[config.mk]
export PLATFORM = sky130hd
export DESIGN_NAME = lfsr_timer
export DESIGN_NICKNAME = d
export VERILOG_FILES = /design/src/rtl/lfsr_pkg.sv /design/src/rtl/lfsr_step.sv /design/src/rtl/lfsr_timer.sv
export SDC_FILE = /design/constraint.sdc
export NUM_CORES = 1
export LEC_CHECK = 0
export BUFFER_PORTS_ARGS = -buffer_cell sky130_fd_sc_hd__clkbuf_2
export CAP_MARGIN = 20
export CORE_MARGIN = 2
export CORE_UTILIZATION = 30
export CTS_CLUSTER_SIZE = 16
export DETAILED_ROUTE_END_ITERATION = 8
export RECOVER_POWER = 100
export SYNTH_ARGS = -nofsm -noshare
export SYNTH_HDL_FRONTEND = slang
export SYNTH_SLANG_ARGS = --single-unit
[constraint.sdc]
create_clock -name clk_n -period 3.2 [get_ports clk_n]
set_input_delay 0 -clock clk_n [delete_from_list [all_inputs] [get_ports clk_n]]
set_output_delay 0 -clock clk_n [all_outputs]
set_load 0.02 [all_outputs]
[src/rtl/lfsr_pkg.sv]
// Shared types and constants for the XNOR-Fibonacci LFSR family (lfsr_step, lfsr_timer).
// default_taps() returns a maximal-length XNOR feedback mask for widths 3..32.
package lfsr_pkg;

  localparam int unsigned LFSR_MAX_WIDTH = 32;
  localparam int unsigned LFSR_MIN_WIDTH = 3;

  typedef enum logic [1:0] {
    IDLE = 2'd0,
    RUN  = 2'd1,
    HALT = 2'd2
  } lfsr_state_e;

  // Bit i set means state[i] feeds the XNOR; tap n in the classic 1-based tables maps to bit n-1.
  function automatic logic [LFSR_MAX_WIDTH-1:0] default_taps(input int unsigned width);
    logic [LFSR_MAX_WIDTH-1:0] taps;
    case (width)
      3:       taps = 32'h0000_0006;
      4:       taps = 32'h0000_000C;
      5:       taps = 32'h0000_0014;
      6:       taps = 32'h0000_0030;
      7:       taps = 32'h0000_0060;
      8:       taps = 32'h0000_00B8;
      9:       taps = 32'h0000_0110;
      10:      taps = 32'h0000_0240;
      11:      taps = 32'h0000_0500;
      12:      taps = 32'h0000_0829;
      13:      taps = 32'h0000_100D;
      14:      taps = 32'h0000_2015;
      15:      taps = 32'h0000_6000;
      16:      taps = 32'h0000_D008;
      17:      taps = 32'h0001_2000;
      18:      taps = 32'h0002_0400;
      19:      taps = 32'h0004_0023;
      20:      taps = 32'h0009_0000;
      21:      taps = 32'h0014_0000;
      22:      taps = 32'h0030_0000;
      23:      taps = 32'h0042_0000;
      24:      taps = 32'h00E1_0000;
      25:      taps = 32'h0120_0000;
      26:      taps = 32'h0200_0023;
      27:      taps = 32'h0400_0013;
      28:      taps = 32'h0900_0000;
      29:      taps = 32'h1400_0000;
      30:      taps = 32'h2000_0029;
      31:      taps = 32'h4800_0000;
      32:      taps = 32'h8020_0003;
      default: taps = '0;
    endcase
    return taps;
  endfunction

endpackage

[src/rtl/lfsr_step.sv]
// Combinational single step of an XNOR-Fibonacci LFSR: shift left, XNOR of tapped bits into bit 0.
// All-ones is the lockup state; every other value stays inside the maximal-length cycle.
module lfsr_step
  import lfsr_pkg::*;
#(
  parameter int unsigned      WIDTH = 8,
  parameter logic [WIDTH-1:0] TAPS  = WIDTH'(default_taps(WIDTH))
) (
  input  logic [WIDTH-1:0] i_state,
  output logic [WIDTH-1:0] o_nxt
);

  logic w_feedback;

  assign w_feedback = ~^(i_state & TAPS);
  assign o_nxt      = {i_state[WIDTH-2:0], w_feedback};

endmodule

[src/rtl/lfsr_timer.sv]
// LFSR timer: counts from a loaded seed to a loaded terminal value, one-shot or auto-reload.
// Optional LFSR_LOCKUP_RECOVER_EN forces an all-ones state back to zero and raises a sticky err.
module lfsr_timer
  import lfsr_pkg::*;
#(
  parameter int unsigned      WIDTH      = 8,
  parameter logic [WIDTH-1:0] TAPS       = WIDTH'(default_taps(WIDTH)),
  parameter logic [WIDTH-1:0] RESET_SEED = '0
) (
  input  logic             clk_n,
  input  logic             rst,
  input  logic             clear,
  input  logic             load,
  input  logic [WIDTH-1:0] seed,
  input  logic [WIDTH-1:0] count_to,
  input  logic             periodic,
  input  logic             count_en,
  output logic [WIDTH-1:0] state,
  output logic             busy,
  output logic             done,
  output logic             err
);

  lfsr_state_e      r_fsm,   w_fsm_d;
  logic [WIDTH-1:0] r_state, w_state_d;
  logic [WIDTH-1:0] r_seed,  w_seed_d;
  logic [WIDTH-1:0] r_tgt,   w_tgt_d;
  logic             r_per,   w_per_d;
  logic             r_done,  w_done_d;
  logic [WIDTH-1:0] w_nxt;
  logic [WIDTH-1:0] w_adv;
  logic             w_advance;
  logic             w_match;

  lfsr_step #(
    .WIDTH (WIDTH),
    .TAPS  (TAPS)
  ) u_step (
    .i_state (r_state),
    .o_nxt   (w_nxt)
  );

  assign w_advance = (r_fsm == RUN) && count_en && !clear && !load;

`ifdef LFSR_LOCKUP_RECOVER_EN
  logic w_lockup;
  logic r_err, w_err_d;

  assign w_lockup = (r_state == {WIDTH{1'b1}});
  assign w_adv    = w_lockup ? '0 : w_nxt;

  always_comb begin
    w_err_d = r_err;
    if (clear || load) begin
      w_err_d = 1'b0;
    end else if (w_advance && w_lockup) begin
      w_err_d = 1'b1;
    end
  end

  always_ff @(posedge clk_n or negedge rst) begin
    if (!rst) begin
      r_err <= 1'b0;
    end else begin
      r_err <= w_err_d;
    end
  end

  assign err = r_err;
`else
  assign w_adv = w_nxt;
  assign err   = 1'b0;
`endif

  // Only the advanced value is compared, so seed == count_to needs a full period to match.
  assign w_match = (w_adv == r_tgt);

  // NOTE: every output of this block gets a default first, so no path leaves a latch behind.
  always_comb begin
    w_fsm_d   = r_fsm;
    w_state_d = r_state;
    w_seed_d  = r_seed;
    w_tgt_d   = r_tgt;
    w_per_d   = r_per;
    w_done_d  = r_done;

    if (clear) begin
      w_fsm_d   = IDLE;
      w_state_d = RESET_SEED;
      w_done_d  = 1'b0;
    end else if (load) begin
      w_fsm_d   = RUN;
      w_state_d = seed;
      w_seed_d  = seed;
      w_tgt_d   = count_to;
      w_per_d   = periodic;
      w_done_d  = 1'b0;
    end else begin
      case (r_fsm)
        RUN: begin
          w_done_d = 1'b0;
          if (count_en) begin
            w_state_d = w_adv;
            if (w_match) begin
              w_done_d = 1'b1;
              if (r_per) begin
                w_state_d = r_seed;
              end else begin
                w_fsm_d = HALT;
              end
            end
          end
        end
        HALT: begin
          w_fsm_d = HALT;
        end
        default: begin
          w_fsm_d = IDLE;
        end
      endcase
    end
  end

  // NOTE: sequential state uses non-blocking assignments so all registers update together.
  always_ff @(posedge clk_n or negedge rst) begin
    if (!rst) begin
      r_fsm   <= IDLE;
      r_state <= RESET_SEED;
      r_seed  <= '0;
      r_tgt   <= '0;
      r_per   <= 1'b0;
      r_done  <= 1'b0;
    end else begin
      r_fsm   <= w_fsm_d;
      r_state <= w_state_d;
      r_seed  <= w_seed_d;
      r_tgt   <= w_tgt_d;
      r_per   <= w_per_d;
      r_done  <= w_done_d;
    end
  end

  assign state = r_state;
  assign busy  = (r_fsm == RUN);
  assign done  = r_done;

endmodule
== After elaboration in Yosys (flattened, before gate mapping) ==
Index checks and enable logic that the tools add are counted.
W data, S select, Z words.

* Logic and storage cells: 36
* Flip-flop bits (word level): 28

* Equal/unequal tests: 6
* Mux-type cells: 17
* Reductions and logical operators: 6
* Bitwise operators: 1

{| class="wikitable"
|+ Operators with widths
! operator !! count
|-
| $mux W8 || 6
|-
| $mux W2 || 5
|-
| $eq A8 B8 Y1 || 1
|-
| $ne A4 B4 Y1 const B || 2
|-
| $reduce_xnor A8 Y1 || 1
|-
| $reduce_bool A3 Y1 || 2
|-
| $mux W1 || 5
|-
| $ne A4 B3 Y1 const B || 1
|-
| $pmux W2 S2 || 1
|-
| $reduce_and A2 Y1 || 2
|-
| $reduce_and A3 Y1 || 1
|-
| $eq A2 B1 Y1 const B || 1
|-
| $eq A2 B2 Y1 const B || 1
|-
| $not A1 Y1 || 1
|}

== Depth between registers and ports, before layout ==
* Depth after elaboration: 7
* Gate-level depth with buffers: 7

== Modules after synthesis ==
From an unflattened synthesis, not the netlist that was laid out.

* Cell total of the unflattened synthesis: 125
* Area total of the unflattened synthesis: 1426.4 µm²

{| class="wikitable"
|+ Modules (own cells, without submodules)
! module !! area an instance (µm²) !! instances !! seq. area each (µm²) !! cells an instance
|-
| lfsr_timer || 1340.0 || 1 || 700.7 || 114
|-
| lfsr_step || 86.3 || 1 || 0.0 || 11
|}

== Least setup slack after synthesis ==
No wires, ideal clock.

* Path type: reg-to-reg
* Start: register r_state[5], in the netlist state[5]
* End: register r_fsm[1]
* Buffers on the path: 0
* Stages on the path, launching flop included: 6
* Arrival time: 1744 ps
* Setup time: 111 ps
* Data required time: 3089 ps
* Slack: 1344 ps
* Cell sequence: dfrtp_1 -> xor2_1 -> nor4_2 -> nand4_2 -> o211a_1 -> a2111oi_2

* Longest elaborated chain between the ends: 4

{| class="wikitable"
|+ Ends and longest elaborated chain
! item !! RTL line !! source
|-
| start, declared || lfsr_timer.sv:25 || <nowiki>logic [WIDTH-1:0] r_state, w_state_d;</nowiki>
|-
| start signal, assigned || lfsr_timer.sv:135 || <nowiki>r_state <= w_state_d;</nowiki>
|-
| $reduce_xnor A8 Y1 || lfsr_step.sv:15 || <nowiki>assign w_feedback = ~^(i_state & TAPS);</nowiki>
|-
| $eq A8 B8 Y1 * || lfsr_timer.sv:76 || <nowiki>assign w_match = (w_adv == r_tgt);</nowiki>
|-
| $ne A4 B3 Y1 (no line) * || n/a ||
|-
| $reduce_and A3 Y1 (no line) * || n/a ||
|-
| end signal, assigned || lfsr_timer.sv:134 || <nowiki>r_fsm <= w_fsm_d;</nowiki>
|-
| end, declared || lfsr_timer.sv:24 || <nowiki>lfsr_state_e r_fsm, w_fsm_d;</nowiki>
|}

Mark *: on every way between the ends. The rest lies on a longest branch, timed or not.
A chain may end at the register's enable or synchronous reset.

== Worst setup path after layout ==
Ends and elaborated chain as after synthesis.

==> results.json <==
{
  "grt_use_total_pct": 13.75,
  "cts_buffers": 3,
  "rsz0062_at_grt": "no",
  "yosysUniqueCellTypes": 27,
  "cp_max_fo": 6,
  "finalNonFillerCells": 252,
  "vdd.ir_drop.worst_v": 0.0003120,
  "fin_crit_sh_pct": 79.80,
  "syn_inst": 151,
  "cp.arrival_ns": 2.77,
  "tritoncts": "built",
  "dp.cells": 228,
  "required_ns": 3.42,
  "syn2layout_area_growth_pct": 29.64,
  "dp_hpwl_um": 2281,
  "hold_viol": 0,
  "synth_area_um2": 1410,
  "drcViolationCount": 0,
  "fin_worst_skew_ns": 0.002236,
  "power.density_nw_per_um2": 451.3,
  "grt_pass1_wl_um": 5630,
  "cts_max_level": 1,
  "antenna_found_initial": 0,
  "ant_nets": 0,
  "die_area_um2": 5265,
  "diodes": 0,
  "io_buffer_count": 31,
  "min_path_type": "in2reg",
  "wire_per_inst_um": 12.79,
  "ys_ff_latch": 28,
  "synth_edf_count": 0,
  "ys_warn_count": 0,
  "initial_core_util_pct": 31.73,
  "grt_pass1_vias": 1233,
  "die_w_um": 72.56,
  "drv_cap": 0,
  "globalplace.congestion": 0.7480,
  "fillCellCount": 457,
  "core_region_area_um2": 4444,
  "finalSetupTns_ns": 0,
  "max_freq_mhz": 391.6,
  "cts_resized": 0,
  "critPathKind": "reg2reg",
  "holdBufCountCts": 20,
  "critPathLaunchType": "flip-flop",
  "relSlewSlack_pct": 1.596,
  "synth_ff_type": "dfrtp_1",
  "viasPerCell": 4.758,
  "vias": 1199,
  "final_nets": 224,
  "dr.pass1.iters": 4,
  "tightest_slew_ns": 1.476,
  "rr_worst_depth": 6,
  "cts_buffer_depth": 2,
  "yosysSeqAreaShare_pct": 49.69,
  "placement_rows": 24,
  "period_needed_ns": 2.554,
  "fp.dieH_um": 72.56,
  "cts_setup_buffers": 0,
  "leakage_nw": 0.9401,
  "cts_sinks": 28,
  "io-pin-count": 33,
  "syn_nets": 174,
  "grt_max_degree": 29,
  "status": "finished clean",
  "slew_violations": 0,
  "clkSlewWorstSetupHoldPaths_ns": 0.09,
  "whs_path_depth": 3,
  "cts_root_buf": "clkbuf_8",
  "finalSetupViolCount": 0,
  "drive_above_1_share_pct": 13.50,
  "avgSynthCellArea_um2": 9.338,
  "ys_async_sr_fraction_pct": 100.0,
  "cp-end-kind": "flip-flop",
  "drtIter0Drc": 42,
  "wirelength_um": 3223,
  "overflow": 0,
  "clock_latency_ns": 0.27
}
-- power by group --
part	leakage [nW]	internal, mW	switching [mW]
clock network	0.0288	0.110	0.108
logic	0.556	0.0836	0.0954
registers	0.355	0.392	0.0364
total	0.940	0.586	0.239
-- area by class of cell --
cell class                      count  area (µm²)  area share (%)
Clock buffer                        4       55.05           3.012
Inverter                            2       7.507          0.4107
Multi-Input combinational cell    114       651.9           35.66
Sequential cell                    28       700.7           38.33
Tap cell                           52       65.06           3.559
Timing Repair Buffer               52       347.8           19.03
-- placed cells by master, fill, tap and decap left out --
| master | instances |
|---|---|
| nand2_1 | 59 |
| dfrtp_1 | 28 |
| dlygate4sd3_1 | 20 |
| clkbuf_2 | 19 |
| o21ai_0 | 12 |
| clkbuf_1 | 12 |
| mux2i_1 | 8 |
| xor2_1 | 7 |
| o211ai_1 | 6 |
| clkbuf_8 | 4 |
| xnor2_1 | 3 |
| inv_1 | 2 |
| nor2_1 | 2 |
| nor2b_1 | 2 |
| nand2b_1 | 2 |
| a22oi_1 | 2 |
| nor3_1 | 1 |
| nor4_2 | 1 |
| xor3_2 | 1 |
| nand4_1 | 1 |
| and2_1 | 1 |
| nand4_2 | 1 |
| o211a_1 | 1 |
| a2111oi_0 | 1 |
| o21a_1 | 1 |
| ha_1 | 1 |
| conb_1 | 1 |
| buf_4 | 1 |
-- path summary, 6_finish.rpt --
kind                                  startpoint                    end  slack [ns]
min reg2reg                r_seed[3]$_DFFE_PN0P_  r_seed[3]$_DFFE_PN0P_        0.49
max in group asynchronous                    rst   state[6]$_DFFE_PN0P_        1.73
max                         state[5]$_DFFE_PN0P_   r_fsm[1]$_DFFE_PN0P_        0.65
max reg2reg                 state[5]$_DFFE_PN0P_   r_fsm[1]$_DFFE_PN0P_        0.65
min in group asynchronous                    rst      r_per$_DFFE_PN0P_        0.61
min                                        clear   r_fsm[0]$_DFFE_PN0P_        0.05
-- routing by layer --
layer | global-route usage [%] | part of all wire [%] | vias up
li1 | - | - | 596
met1 | 18.19 | 49 | 570
met2 | 22.22 | 47 | 29
met3 | 3.611 | 4.0 | 4
met4 | 3.909 | 0.87 | 0
met5 | 0 | 0 | -
-- per-stage QoR --
step / util [%] / worst slack, ns / power (mW) / hold WS, ns / cell area (µm²)
CTS: 41.92 / 0.7558 / 0.8483 / 0.05954 / 1863
floorplan: - / 1.344 / 0.5472 / -0.2956 / 1410
finish: 41.13 / 0.6463 / 0.8250 / 0.04874 / 1828
global route: 41.13 / 0.4137 / 0.8831 / 0.08422 / 1828
global placement: 36.18 / 1.319 / 0.6054 / 0.08079 / 1608
detailed placement: 36.18 / 1.293 / 0.6067 / 0.07602 / 1608
-- cells in the mapped netlist, types with 5 or more instances --
library cell / number / area [µm²]
mux2i_1: 8 / 80.08
o211ai_1: 6 / 45.04
dfrtp_1: 28 / 700.7
nand2_1: 59 / 221.5
clkbuf_1: 5 / 18.77
xor2_1: 7 / 61.31
o21ai_0: 11 / 55.05
-- critical path, cell delays in order, from the launching register on --
cell	delay (ns)
dfrtp_1	0.47
xnor2_1	0.35
xor3_2	0.42
nand4_2	0.13
o21ai_0	0.10
a2111oi_0	0.42
dlygate4sd3_1	0.60
-- kinds of logic after synthesis --
group                      after synthesis  synth area share (%)
adders and majority gates                1                0.8872
and+or+nand+nor                         70                 21.47
DFF                                     28                 49.69
AOI/OAI and AO/OA                       23                 10.82
other                                    1                0.2659
buffers and inverters                    9                 2.662
muxes                                    8                 5.679
xor gates and xnor gates                11                 8.519
-- state kept, by name, summed over array words and instances (netlist names) --
register  flops
r_seed        8
r_tgt         8
state         8
r_fsm         2
done          1
r_per         1
(Power assumes the default switching activity.)
